==> src/rtl/serial_in_buffer.sv <==
// serial_in_buffer: oversampling receiver for the two-wire serial link.
// Synchronises InC/InD, deserialises address+data frames MSB first and
// hands them to local logic through a valid/ack holding register.
`timescale 1ns/1ps

module serial_in_buffer #(
    parameter int unsigned ADDR_W  = 7,
    parameter int unsigned DATA_W  = 8,
    parameter int unsigned TIMEOUT = 64
) (
    input  logic              clk_in,
    input  logic              reset,
    input  logic              InD,
    input  logic              InC,
    output logic [ADDR_W-1:0] RxA,
    output logic [DATA_W-1:0] RxD,
    output logic              RxValid,
    input  logic              RxAck,
    output logic              RxErr,
    output logic              RxOvr
);

    localparam int unsigned FRAME_W = ADDR_W + DATA_W;
    localparam int unsigned BCNT_W  = $clog2(FRAME_W);
    localparam int unsigned TCNT_W  = $clog2(TIMEOUT);

    typedef enum logic [1:0] {
        IDLE  = 2'd0,
        SHIFT = 2'd1,
        DONE  = 2'd2
    } state_t;

    state_t              state, state_nxt;
    logic                c1, c2, c3, d1, d2;
    logic                rise;
    logic [FRAME_W-1:0]  sr, sr_nxt;
    logic [BCNT_W-1:0]   bcnt, bcnt_nxt;
    logic [TCNT_W-1:0]   tcnt, tcnt_nxt;
    logic                err_nxt;
    logic                load;
    logic                drop;

    assign rise = c2 & ~c3;

    // Two-flop synchronisers on both link wires plus edge-history flop.
    always_ff @(posedge clk_in or posedge reset) begin
        if (reset) begin
            c1 <= 1'b0;
            c2 <= 1'b0;
            c3 <= 1'b0;
            d1 <= 1'b0;
            d2 <= 1'b0;
        end else begin
            c1 <= InC;
            c2 <= c1;
            c3 <= c2;
            d1 <= InD;
            d2 <= d1;
        end
    end

    // FSM state register.
    always_ff @(posedge clk_in or posedge reset) begin
        if (reset) begin
            state <= IDLE;
        end else begin
            state <= state_nxt;
        end
    end

    // Next-state, shift/count and handoff decisions.
    always_comb begin
        state_nxt = state;
        sr_nxt    = sr;
        bcnt_nxt  = bcnt;
        tcnt_nxt  = tcnt;
        err_nxt   = 1'b0;
        load      = 1'b0;
        drop      = 1'b0;
        case (state)
            IDLE: begin
                bcnt_nxt = '0;
                tcnt_nxt = '0;
                if (rise) begin
                    sr_nxt    = {sr[FRAME_W-2:0], d2};
                    bcnt_nxt  = BCNT_W'(1);
                    state_nxt = SHIFT;
                end
            end
            SHIFT: begin
                if (rise) begin
                    sr_nxt   = {sr[FRAME_W-2:0], d2};
                    tcnt_nxt = '0;
                    if (bcnt == BCNT_W'(FRAME_W - 1)) begin
                        bcnt_nxt  = '0;
                        state_nxt = DONE;
                    end else begin
                        bcnt_nxt = bcnt + BCNT_W'(1);
                    end
                end else if (tcnt == TCNT_W'(TIMEOUT - 1)) begin
                    // Link went quiet mid-frame: discard the partial word.
                    err_nxt   = 1'b1;
                    bcnt_nxt  = '0;
                    tcnt_nxt  = '0;
                    state_nxt = IDLE;
                end else begin
                    tcnt_nxt = tcnt + TCNT_W'(1);
                end
            end
            DONE: begin
                // A rise seen here is deliberately ignored.
                if (RxValid) begin
                    drop = 1'b1;
                end else begin
                    load = 1'b1;
                end
                state_nxt = IDLE;
            end
            default: begin
                state_nxt = IDLE;
            end
        endcase
    end

    // Shift register, counters and registered outputs.
    always_ff @(posedge clk_in or posedge reset) begin
        if (reset) begin
            sr      <= '0;
            bcnt    <= '0;
            tcnt    <= '0;
            RxA     <= '0;
            RxD     <= '0;
            RxValid <= 1'b0;
            RxErr   <= 1'b0;
            RxOvr   <= 1'b0;
        end else begin
            sr    <= sr_nxt;
            bcnt  <= bcnt_nxt;
            tcnt  <= tcnt_nxt;
            RxErr <= err_nxt;
            if (load) begin
                RxA     <= sr[FRAME_W-1:DATA_W];
                RxD     <= sr[DATA_W-1:0];
                RxValid <= 1'b1;
            end else if (RxAck && RxValid) begin
                RxValid <= 1'b0;
            end
            if (drop) begin
                RxOvr <= 1'b1;
            end
        end
    end

endmodule

==> config.mk <==
export PLATFORM = sky130hd
export DESIGN_NAME = serial_in_buffer
export DESIGN_NICKNAME = d
export VERILOG_FILES = /design/src/rtl/serial_in_buffer.sv
export SDC_FILE = /design/constraint.sdc
export NUM_CORES = 1
export LEC_CHECK = 0
export BUFFER_PORTS_ARGS = -buffer_cell sky130_fd_sc_hd__buf_2
export CORE_UTILIZATION = 30
export DETAILED_ROUTE_END_ITERATION = 6
export PLACE_DENSITY = 0.47
export REMOVE_ABC_BUFFERS = 1
export SETUP_SLACK_MARGIN = 0.15
export SYNTH_ARGS = -nofsm -noshare
export SYNTH_HDL_FRONTEND = slang
export SYNTH_SLANG_ARGS = --single-unit
==> constraint.sdc <==
create_clock -name clk_in -period 1.5 [get_ports clk_in]
set_input_delay 0.075 -clock clk_in [delete_from_list [all_inputs] [get_ports clk_in]]
set_output_delay 0.075 -clock clk_in [all_outputs]
set_load 0.01 [all_outputs]
Word-level counts from Yosys, hierarchy flattened
Cells that the tools add are included.
W data, S select, Z words.
{"block": "word_totals", "reg_bits": 50, "in_bits": 5, "out_inout_bits": 18, "word_cells": 55}
{"block": "classes", "addsub": 2, "n_eq_ne": 7, "muxes": 22, "bitwise": 2, "n_reduce_logical": 8}
{"operator": "$mux W4", "count": 3}
{"operator": "$mux W6", "count": 2}
{"operator": "$pmux W6 S2", "count": 1}
{"operator": "$mux W1", "count": 10}
{"operator": "$mux W2", "count": 4}
{"operator": "$pmux W4 S2", "count": 1}
{"operator": "$add A6 B1 Y6 const B", "count": 1}
{"operator": "$eq A6 B6 Y1 const B", "count": 1}
{"operator": "$ne A3 B3 Y1 const B", "count": 2}
{"operator": "$add A4 B1 Y4 const B", "count": 1}
{"operator": "$eq A4 B4 Y1 const B", "count": 1}
{"operator": "$pmux W2 S2", "count": 1}
{"operator": "$reduce_and A2 Y1", "count": 2}
{"operator": "$reduce_bool A2 Y1", "count": 2}
{"operator": "$reduce_and A3 Y1", "count": 1}
{"operator": "$eq A2 B1 Y1 const B", "count": 1}
{"operator": "$eq A2 B2 Y1 const B", "count": 1}
{"operator": "$logic_not A2 Y1", "count": 1}
{"operator": "$ne A2 B2 Y1 const B", "count": 1}
{"operator": "$reduce_or A2 Y1", "count": 1}
{"operator": "$and A1 B1 Y1", "count": 1}
{"operator": "$logic_and A1 B1 Y1", "count": 1}
{"operator": "$not A1 Y1", "count": 1}

Logic depth before layout (Yosys ltp)
{"block": "depth", "depth_word": 4, "mapped_depth": 6, "mapped_depth_nobuf": 6}

Worst setup path before layout
OpenSTA, ideal clock, no wires.
{"block": "synth_timing", "path_type": "register -> register", "startpoint": "register tcnt[0]", "endpoint": "register bcnt[2]", "setup_ns": 0.126, "arrival_time_ns": 1.439, "required_time_ns": 1.374, "setup_slack_ns": -0.065, "stages_incl_launch_ff": 6, "path_buffers": 0, "synth_period_minus_slack_ns": 1.565, "cell_sequence": "dfrtp_1 ha_1 and3_4 nand3_4 a31o_4 a221o_1"}
{"block": "synth_between", "elab_chain_len": 3}
{"element": "start, declared", "line": "38", "text": "logic [TCNT_W-1:0] tcnt, tcnt_nxt;"}
{"element": "start signal, assigned", "line": "139", "text": "tcnt <= tcnt_nxt;"}
{"element": "$eq A6 B6 Y1", "line": "100", "text": "end else if (tcnt == TCNT_W'(TIMEOUT - 1)) begin"}
{"element": "$ne A3 B3 Y1 (no source line)"}
{"element": "$reduce_and A2 Y1 (no source line)"}
{"element": "end signal, assigned", "line": "138", "text": "bcnt <= bcnt_nxt;"}
{"element": "end, declared", "line": "37", "text": "logic [BCNT_W-1:0] bcnt, bcnt_nxt;"}
No other way between the ends.
A chain may end at the register's enable or synchronous reset.

Worst setup path in the final report
Same ends and word-level chain as after synthesis.

==> impl.org <==
** Run status
- Run status :: finished clean

** Worst setup path
- In this design, the stage delay of the slowest critical-path cell is around 370 ps.
- At the worst endpoint, the arrival time is 1670 ps.
- Worst Path Required :: 1690 ps
- Kind of launch point of the worst setup path :: register
- The worst setup path is captured at a register.
- In this design, the largest share of critical-path delay is due to compound AO/OA/AOI/OAI gates.
- Cell breakdown of the critical path :: ha_2, and3_4, nand3_4, a31o_4, a221o_1
- Setup slack of the worst register-to-register path :: 20 ps
- On the critical path, the stage with the largest delay is an instance of sky130_fd_sc_hd__dfrtp_1.
- Crit Path Category :: reg -> reg
- Counting both buffers and inverters, the worst setup path holds a total of 0.
- Of all nets on the critical path, the largest fanout is 4.

** Floorplan
- Die area :: about 7100 um2
- Die boundary height :: 84.2 um
- The initial utilization of the core area, before any placement, comes to 0.316.
- Core Region :: about 6400 um2
- In this run the core area contains 29 standard-cell rows.
- Die X-Extent :: roughly 84 um
- Count of pins on the block boundary :: 23

** STA
- Tightest Pin Transition :: about 420 ps
- The worst pin sits at a relative slew slack of 0.721.
- Final setup vio count :: 0
- Final hold violations :: 0
- Dividing the final minimum period by the clock period gives 0.987.
- Across the routed clock network, the largest skew measured is about 4.3 ps.
- Setup repair after global routing could not meet its margin everywhere.
- The number of max-slew violations in the final report came to 0.
- Max frequency :: 0.675 GHz
- Time the worst path needs with I/O delays and setup :: 1480 ps
- Across all hold checks on the routed design, the worst slack comes to a little over 70 ps.
- Final TNS setup :: 0 ps

** Placed design
- Total of buffers placed on input and output ports :: 22
- Estimated wirelength of the detail-placed design :: around 2600 um
- Routability-driven placement congestion ratio :: 0.722

** Yosys
- During synthesis, Yosys emitted a total of 0 warnings.
- Yosys instantiated no cell more often than sky130_fd_sc_hd__dfrtp_1.
- Number of distinct standard cells referenced by the synthesized netlist :: 35
- Counting every instance in the synthesized netlist gives 141.
- Top cell type's share of synthesized area :: 0.617
- After synthesis, the most frequently instantiated cells are sky130_fd_sc_hd__dfrtp_1 (50), sky130_fd_sc_hd__mux2_2 (30), sky130_fd_sc_hd__inv_1 (6), sky130_fd_sc_hd__nand3_1 (6).
- Cell area after synthesis :: between 2000 and 2500 um2
- Flip-flop and latch count after synthesis :: 50
- Of all flip-flops after synthesis, the portion carrying an async set or reset was 1.00.
- Among all flip-flop cells after synthesis, the most frequent one is sky130_fd_sc_hd__dfrtp_1.
- After synthesis, the cell types taking the most area are sky130_fd_sc_hd__dfrtp_1 (62%), sky130_fd_sc_hd__mux2_2 (17%), sky130_fd_sc_hd__ha_1 (1.9%).
- Of all cell types, the one taking the most synthesized area is sky130_fd_sc_hd__dfrtp_1.
- Post-Synthesis Mean Instance Area :: 14.4 um2
- Number of enable flip-flop cells after synthesis :: 0
- The share of the Yosys chip area taken by registers is 0.617.

** Worst hold path
- The worst hold path belongs to the class in -> reg.

** Power
- The share of total power dissipated in combinational logic is 0.217.
- Across the VDD grid, the largest voltage drop is roughly 0.00063 V.
- Summing internal, switching and leakage power gives 0.00338 W.
- Power Dens Cells :: about 1200 nW/um2
- Reported leakage power :: about 1.4 nW
- Internal Power :: between 0.002 and 0.0025 W
- The share of total power dissipated in sequential elements is 0.550.
- Power dissipated by switching net loads :: slightly above 0.0009 W
- Of the total power, the share spent switching nets is 0.270.
- Of the total power, the clock network draws 0.233.

** CTS
- Clock-pin slew reported for the worst setup and hold paths after clock tree synthesis :: around 90 ps
- Latest clock arrival within the worst-skew pair :: about 300 ps
- TritonCTS built the clock tree.
- The root buffer cell chosen for the clock tree is sky130_fd_sc_hd__clkbuf_8.
- Sink count of the clock tree :: 50
- Inserted Clock Buffers :: 5
- Max Root-Sink Buffers :: 2
- Maximum level of the CTS H-tree :: 2

** Routing
- Per-cell via count in the routed design :: 4.72
- Total routed wirelength :: ~4200 um
- Total iterations of the first detailed-routing run :: 4
- After the first detailed-routing iteration, the DRC count stood at 60.
- Count of nets left with antenna violations after detail routing :: 0
- # DRC :: 0
- After detailed routing, the average wire length per cell comes to 15.2 um.
- Across all layers, the routed design uses between 1000 and 1500 vias.

** Global routing
- For this run the aggregate overflow at the end of global routing stands at 0.
- First-pass GRT wire length :: between 6000 and 7000 um
- Entering global routing, the biggest net connects 22 pins.
- Via count of the first global-routing pass :: ~1400
- In the global route stage, overall resource usage came out at 0.116.
- The number of antenna violations at the first check in global routing came to 0.

** Finish
- Utilization of the core after routing :: 0.431
- The final layout contains about 210 nets.
- FILL cells :: between 500 and 600
- Sequential cell area :: 1250 um2
- Area of the multi-input gates :: 858 um2
- In the final layout, the share of cells above drive strength 1 is 0.540.
- 0 antenna diodes ended up in the layout.
- From synthesis to final layout, the design area changed by 36.3%.

** Run
- Max-cap violations in this run came to 0.
[final cells by class]
cell class | count | area share
repair buffers | 55 | 0.160
well taps | 77 | 0.0348
inverters | 6 | 0.00814
flip-flops and latches | 50 | 0.453
multi-input cells | 81 | 0.310
clock buffers | 7 | 0.0312
clock inverters | 1 | 0.00181
[path summary, 6_finish.rpt]
kind / from / end / cells after the start
max: tcnt[0]$_DFFE_PP0N_ / bcnt[2]$_DFFE_PP0P_ / 5
min: RxAck / RxValid$_DFFE_PP0P_ / 3
max reg2reg: tcnt[0]$_DFFE_PP0N_ / bcnt[2]$_DFFE_PP0P_ / 5
min reg2reg: d1$_DFF_PP0_ / d2$_DFF_PP0_ / 0
max in group asynchronous: reset / state[0]$_DFFE_PP0P_ / 4
min in group asynchronous: reset / RxD[6]$_DFFE_PP0P_ / 3
[kinds of logic after synthesis]
kind of cell,synth area share
AO/OA/AOI/OAI,0.0728
XOR/XNOR,0.00432
adder cells (fa/ha/maj),0.0185
buffers and inverters,0.0265
flip-flops,0.617
multiplexers,0.167
AND/OR/NAND/NOR,0.0944
[tightest hold or removal path, stage by stage]
cell,delay [ps]
sky130_fd_sc_hd__buf_2,90
sky130_fd_sc_hd__inv_1,60
sky130_fd_sc_hd__a21o_1,110
[sequential cells by signal, summed over array words and instances (netlist names)]
name / count
RxErr: 1
RxD: 8
c3: 1
d1: 1
state: 2
c2: 1
d2: 1
c1: 1
RxValid: 1
RxA: 7
RxOvr: 1
bcnt: 4
sr: 15
tcnt: 6
[stage by stage]
step                      area (um2)  cells  worst slack, ps
after floorplan                 2000    137             -120
after detailed placement        2350    252            -33.5
after CTS                       2560    270             15.6
final                           2770    277             19.6
after global placement          2350    252            -1.85
after global routing            2770    277            -35.9
[power by group through the flow]
stage                     logic [W]  registers [W]  clock network (W)
after floorplan            0.000393        0.00180                  0
after global placement     0.000536        0.00184                  0
after detailed placement   0.000576        0.00186                  0
after CTS                  0.000610        0.00183           0.000829
after global routing       0.000808        0.00191           0.000873
final                      0.000735        0.00186           0.000789
[what timing repair did]
action / CTS / global route
setup buffers: 6 / 6
hold buffers: 3 / 0
resized for setup: 4 / 41
endpoints found under the hold margin: 21 / 0
setup endpoints to repair: 35 / 32
gates cloned: 1 / 1
pin swaps: 6 / 6
[metal layers]
layer,global-route usage,part of all wire
met5,0,0
met4,0.0423,0.0095
met3,0.0305,0.028
met2,0.205,0.52
met1,0.134,0.44
[placed cells by master (no fill, tap or decap), drive strengths merged, types with 3 or more instances in the layout]
cell / Yosys / layout
clkbuf: 0 / 8
and3: 6 / 6
inv: 6 / 6
mux2: 30 / 30
nand3: 7 / 7
dlygate4sd3: 0 / 3
nor3: 4 / 4
a22o: 4 / 4
a21oi: 3 / 3
o21ai: 4 / 4
ha: 3 / 3
nand2: 3 / 3
buf: 4 / 51
dfrtp: 50 / 50
Note: power is estimated with default switching activity, not from simulation.
